[config.mk]
export PLATFORM = sky130hd
export DESIGN_NAME = instr_fetch
export DESIGN_NICKNAME = d
export VERILOG_FILES = /design/src/rtl/fetch_pkg.sv /design/src/rtl/instr_mem.sv /design/src/rtl/instr_fetch.sv
export SDC_FILE = /design/constraint.sdc
export NUM_CORES = 2
export LEC_CHECK = 0
export BUFFER_PORTS_ARGS = -buffer_cell sky130_fd_sc_hd__buf_2
export CAP_MARGIN = 20
export CORE_MARGIN = 4
export CORE_UTILIZATION = 45
export CTS_CLUSTER_SIZE = 10
export DETAILED_ROUTE_END_ITERATION = 7
export GPL_ROUTABILITY_DRIVEN = 0
export PLACE_DENSITY = 0.67
export SLEW_MARGIN = 20
export SYNTH_ARGS = -nofsm -noshare
export SYNTH_HDL_FRONTEND = slang
export SYNTH_SLANG_ARGS = --single-unit
[constraint.sdc]
create_clock -name clk -period 5.8 [get_ports clk]
set_input_delay 1.16 -clock clk [delete_from_list [all_inputs] [get_ports clk]]
set_output_delay 1.16 -clock clk [all_outputs]
set_load 0.01 [all_outputs]
[src/rtl/fetch_pkg.sv]
// fetch_pkg: types and constants shared by the instruction-fetch stage.
//   fetch_state_t : FSM encoding (IDLE=0, LOAD=1, RUN=2, HALT=3)
//   INSTR_BYTES   : byte stride between consecutive instructions
`ifndef WORD
`define WORD [63:0]
`endif
`ifndef INSTR_LEN
`define INSTR_LEN [31:0]
`endif

package fetch_pkg;

    typedef enum logic [1:0] {
        IDLE = 2'd0,
        LOAD = 2'd1,
        RUN  = 2'd2,
        HALT = 2'd3
    } fetch_state_t;

    localparam int unsigned INSTR_BYTES = 4;

endpackage

[src/rtl/instr_mem.sv]
// instr_mem: loadable instruction memory.
//   clk_i   : write clock
//   we_i    : write enable, wdata_i stored at waddr_i on the rising edge
//   waddr_i : write word index
//   wdata_i : instruction word to store
//   raddr_i : read word index
//   rdata_o : combinational read data
`ifndef INSTR_LEN
`define INSTR_LEN [31:0]
`endif

module instr_mem #(
    parameter int IMEM_DEPTH = 64,
    parameter int ADDR_W     = $clog2(IMEM_DEPTH)
) (
    input  logic              clk_i,
    input  logic              we_i,
    input  logic [ADDR_W-1:0] waddr_i,
    input  logic `INSTR_LEN   wdata_i,
    input  logic [ADDR_W-1:0] raddr_i,
    output logic `INSTR_LEN   rdata_o
);

    logic `INSTR_LEN mem_q [IMEM_DEPTH];

    always_ff @(posedge clk_i) begin
        if (we_i) begin
            mem_q[waddr_i] <= wdata_i;
        end
    end

    assign rdata_o = mem_q[raddr_i];

endmodule

[src/rtl/instr_fetch.sv]
// instr_fetch: instruction-fetch stage for the LEGv8 datapath.
//   clk, rst_n         : clock (rising edge), asynchronous active-low reset
//   load_en/addr/data  : program-load write port (ignored while running)
//   load_done          : ends program load
//   start              : run from PC 0 (needs a loaded program)
//   stall              : hold pc/instruction
//   pc_src, branch_target : branch redirect from execute
//   pc, instruction, instr_valid : registered fetch outputs
//   halted, fault, state : status / debug
`ifndef WORD
`define WORD [63:0]
`endif
`ifndef INSTR_LEN
`define INSTR_LEN [31:0]
`endif

module instr_fetch
    import fetch_pkg::*;
#(
    parameter int IMEM_DEPTH = 64,
    parameter int ADDR_W     = $clog2(IMEM_DEPTH)
) (
    input  logic              clk,
    input  logic              rst_n,
    input  logic              load_en,
    input  logic [ADDR_W-1:0] load_addr,
    input  logic `INSTR_LEN   load_data,
    input  logic              load_done,
    input  logic              start,
    input  logic              stall,
    input  logic              pc_src,
    input  logic `WORD        branch_target,
    output logic `WORD        pc,
    output logic `INSTR_LEN   instruction,
    output logic              instr_valid,
    output logic              halted,
    output logic              fault,
    output logic [1:0]        state
);

    localparam int LEN_W = ADDR_W + 1;

    fetch_state_t      state_q;
    logic `WORD        pc_q;
    logic `INSTR_LEN   instr_q;
    logic              valid_q;
    logic              halted_q;
    logic              fault_q;
    logic [LEN_W-1:0]  prog_len_q;

    logic `WORD        next_pc_d;
    logic              misaligned;
    logic              out_of_range;
    logic              mem_we;
    logic [LEN_W-1:0]  load_len;
    logic [ADDR_W-1:0] rd_idx;
    logic `INSTR_LEN   rd_data;

    always_comb begin
        next_pc_d    = pc_src ? branch_target : pc_q + 64'(INSTR_BYTES);
        misaligned   = (next_pc_d[1:0] != 2'b00);
        out_of_range = (next_pc_d[63:2] >= 62'(prog_len_q));
        mem_we       = load_en && (state_q != RUN);
        load_len     = LEN_W'(load_addr) + LEN_W'(1);
        // Outside RUN the only fetch that can happen is the restart at PC 0.
        rd_idx       = (state_q == RUN) ? next_pc_d[ADDR_W+1:2] : '0;
    end

    instr_mem #(
        .IMEM_DEPTH (IMEM_DEPTH),
        .ADDR_W     (ADDR_W)
    ) u_imem (
        .clk_i   (clk),
        .we_i    (mem_we),
        .waddr_i (load_addr),
        .wdata_i (load_data),
        .raddr_i (rd_idx),
        .rdata_o (rd_data)
    );

    always_ff @(posedge clk or negedge rst_n) begin
        if (!rst_n) begin
            state_q    <= IDLE;
            pc_q       <= '0;
            instr_q    <= '0;
            valid_q    <= 1'b0;
            halted_q   <= 1'b0;
            fault_q    <= 1'b0;
            prog_len_q <= '0;
        end else begin
            if (mem_we && (load_len > prog_len_q)) begin
                prog_len_q <= load_len;
            end

            case (state_q)
                IDLE: begin
                    if (load_en) begin
                        state_q <= load_done ? IDLE : LOAD;
                    end else if (start && (prog_len_q != '0)) begin
                        state_q <= RUN;
                        pc_q    <= '0;
                        instr_q <= rd_data;
                        valid_q <= 1'b1;
                    end
                end
                LOAD: begin
                    if (load_done) begin
                        state_q <= IDLE;
                    end
                end
                RUN: begin
                    if (!stall) begin
                        if (misaligned || out_of_range) begin
                            state_q  <= HALT;
                            instr_q  <= '0;
                            valid_q  <= 1'b0;
                            halted_q <= 1'b1;
                            fault_q  <= misaligned;
                        end else begin
                            pc_q    <= next_pc_d;
                            instr_q <= rd_data;
                        end
                    end
                end
                HALT: begin
                    if (load_en) begin
                        state_q  <= load_done ? IDLE : LOAD;
                        halted_q <= 1'b0;
                        fault_q  <= 1'b0;
                    end else if (start) begin
                        state_q  <= RUN;
                        pc_q     <= '0;
                        instr_q  <= rd_data;
                        valid_q  <= 1'b1;
                        halted_q <= 1'b0;
                        fault_q  <= 1'b0;
                    end
                end
                default: state_q <= IDLE;
            endcase
        end
    end

    assign pc          = pc_q;
    assign instruction = instr_q;
    assign instr_valid = valid_q;
    assign halted      = halted_q;
    assign fault       = fault_q;
    assign state       = state_q;

endmodule

==> flow_summary_export.csv <==
group,metric,value,unit
outcome,status,"completed",
global_routing,grt_remaining_overflow,0,
clock_network,clock_latency,860,ps
place,numPortBuffers,209,
setup_path,rr_startpoint,"state[0]",
logic_synthesis,synth_edf_count,2048,
logic_synthesis,yosys_warnings,0,
sta,setup_viol,0,
sta,setup_tns,0,ps
logic_synthesis,synth_area_per_cell,16.2,µm²
routing,first_iter_violations,7845,
routing,ant_nets,0,
clock_network,cts.reportedPaths.clkPinSlew,60,ps
global_routing,antenna_found_initial,14,
worst_hold_path,min_path_type,"input port to asynchronous set/reset pin",
routing,dr.pass1.iters,6,
setup_path,crit_path_start_kind,"flip-flop",
clock_network,cts_tree,"built",
setup_path,cp_max_fo,64,
place,place_hpwl,141,mm
clock_network,cts_root_buf,"clkbuf_16",
logic_synthesis,yosysMostFrequentCell,"edfxtp_1",
clock_network,cts_resized,0,
die,start_util,45.3,%
setup_path,required,6540,ps
setup_path,crit_path_end_kind,"flip-flop",
sta,holdWs,384,ps
routing,viasPerCell,6.47,
setup_path,ff2ff_setup_slack,830,ps
sta,period_minus_slack,4970,ps
setup_path,worst_r2r_path_depth,13,
pwr,irDropWorstVdd,0.314,mV
setup_path,r2r-end,"instruction[0]",
sta,relSlewSlack,22.9,%
global_routing,track_usage,24.4,%
logic_synthesis,synth_commonest_cells,"edfxtp_1 (2,048), mux2i_1 (580), o221ai_1 (515)",
logic_synthesis,synth_area_leader_cell,"edfxtp_1",
global_routing,grt_max_degree,101,
logic_synthesis,ys_seq_area_share,74.5,%
logic_synthesis,synth_nets,5467,
sta,final_max_slew_viol_count,0,
sta,tightest_slew,1150,ps
logic_synthesis,ys_async_sr_fraction,5.01,%
pwr,p_leak,30.9,nW
logic_synthesis,yosys_most_used_dff,"edfxtp_1",
routing,vias,53500,
setup_path,arrival,5710,ps
logic_synthesis,ys_types,74,
die,die_area,199000,µm²
die,rows,160,
logic_synthesis,ys_seq_elements,2156,
logic_synthesis,netlist.area_leader.share,71.3,%
global_routing,grt_first_pass_wirelength,359,mm
logic_synthesis,postSynthCellCount,5337,
final_layout,synthToLayoutAreaGrowth,14.5,%
clock_network,cts_sinks,2156,
clock_network,cts_setup_buffers,0,
die,ioPinCount,210,
final_layout,drive_gt1_share,14.7,%
sta,grt_setup_unrepaired,"false",
routing,drcViolationCount,0,
die,die_h,446,µm
die,core,190000,µm²
global_routing,grt_pass1_vias,52000,
routing,wl,249,mm
logic_synthesis,synth_area_leaders,"edfxtp_1 (71%), mux2i_1 (6.7%), o221ai_1 (5.2%)",
clock_network,clock_path_buffers,3,
sta,max_freq,0.201,GHz
sta,hold_violations,0,
clock_network,ctsHoldBuffers,0,
clock_network,htree_levels,4,
pwr,power_density,389,nW/µm²
sta,clock_skew,40.4,ps
clock_network,cts_buffers,234,
die,die_w,446,µm
logic_synthesis,syn_area,86200,µm²
final_layout,fin_area,98700,µm²
place,dpl_cell_area,92100,µm²
job,drv_cap,0,
sta,period_share,85.7,%
routing,wl_per_cell,30.1,µm
setup_path,crit_type,"flip-flop to flip-flop",
final_layout,final_nets,5754,
cell usage in the layout (no fill, tap or decap), drive strengths merged, types with 6 or more instances in the layout:
cell type,netlist,layout
xor2,22,22
nand4,31,31
a211oi,130,130
and2,8,8
nand3b,6,6
o21ai,283,283
nor2,99,99
xnor2,13,13
dfrtp,108,108
a31oi,68,68
o211ai,134,134
o221ai,515,515
o2111ai,129,129
clkinv,1,8
buf,66,502
nor3,59,59
nand3,44,44
mux2i,580,580
nand2,189,189
and3,9,9
a21boi,51,51
o31a,6,6
or4,7,7
nor4,42,42
clkbuf,385,351
inv,25,30
ha,21,21
a22o,33,33
a21oi,150,150
edfxtp,2048,2048
or3,7,7
diode,0,7
worst max-delay path by stage:
stage             start              to  slack [ps]
3_5_place_dp     pc_src  instruction[0]         450
5_1_grt        state[0]  instruction[0]         530
4_1_cts        state[0]  instruction[0]         880
3_3_place_gp     pc_src  instruction[0]         460
2_1_floorplan    pc_src           pc[3]         660
6_report       state[0]  instruction[0]         830
flip-flops by register name (all words and copies together) (netlist names):
signal	count
u_imem.mem_q	2048
pc	64
instruction	32
prog_len_q	7
state	2
fault	1
halted	1
instr_valid	1
cells by family after synthesis:
| kind of cell | after synthesis | share of synthesized area (%) |
|---|---|---|
| and+or+nand+nor | 526 | 2.92 |
| buffers and inverters | 477 | 2.10 |
| xor gates and xnor gates | 35 | 0.355 |
| muxes | 582 | 6.76 |
| DFF | 2156 | 74.5 |
| adders and majority gates | 21 | 0.305 |
| AOI/OAI and AO/OA | 1540 | 13.1 |
worst max-delay path, stage by stage (launching register included):
cell and delay, ps:
dfrtp_1 450, inv_1 170, ha_4 490, and3_4 810
buf_12 320, buf_12 320, buf_12 360, mux2i_1 250
o2111ai_1 120, a21oi_1 200, a211oi_1 80, a211oi_1 790
nor3_1 160, a22o_1 240
through the flow:
| step | utilization (%) | power, mW | std cells | worst slack (ps) |
|---|---|---|---|---|
| finish | 51.8 | 38.4 | 8269 | 828 |
| global route | 51.8 | 39.6 | 8264 | 530 |
| CTS | 51.8 | 38.4 | 8262 | 879 |
| detailed placement | 48.4 | 25.4 | 7899 | 454 |
| global placement | 48.4 | 25.3 | 7899 | 459 |
| floorplan | - | 22.1 | 5337 | 663 |
power by group:
part           switching, mW  internal [mW]
Clock                   5.75           7.46
Sequential             0.199           17.3
Combinational           5.18           2.55
Total                   11.1           27.3
layer usage:
| layer | track usage (%) | wire [µm] |
|---|---|---|
| met2 | 38.3 | 116000 |
| met3 | 4.77 | 24900 |
| met4 | 9.32 | 10100 |
| met1 | 34.0 | 98300 |
| met5 | 0 | 46 |
final cells by class:
| type | count | area (µm²) |
|---|---|---|
| diodes | 7 | 17.5 |
| clock buffers | 351 | 6380 |
| clock inverters | 12 | 198 |
| fillers | 15300 | 91700 |
| inverters | 26 | 97.6 |
| multi-input cells | 2704 | 20800 |
| flip-flops and latches | 2156 | 64200 |
| well taps | 2511 | 3140 |
| repair buffers | 502 | 3890 |
(Power assumes the default switching activity.)
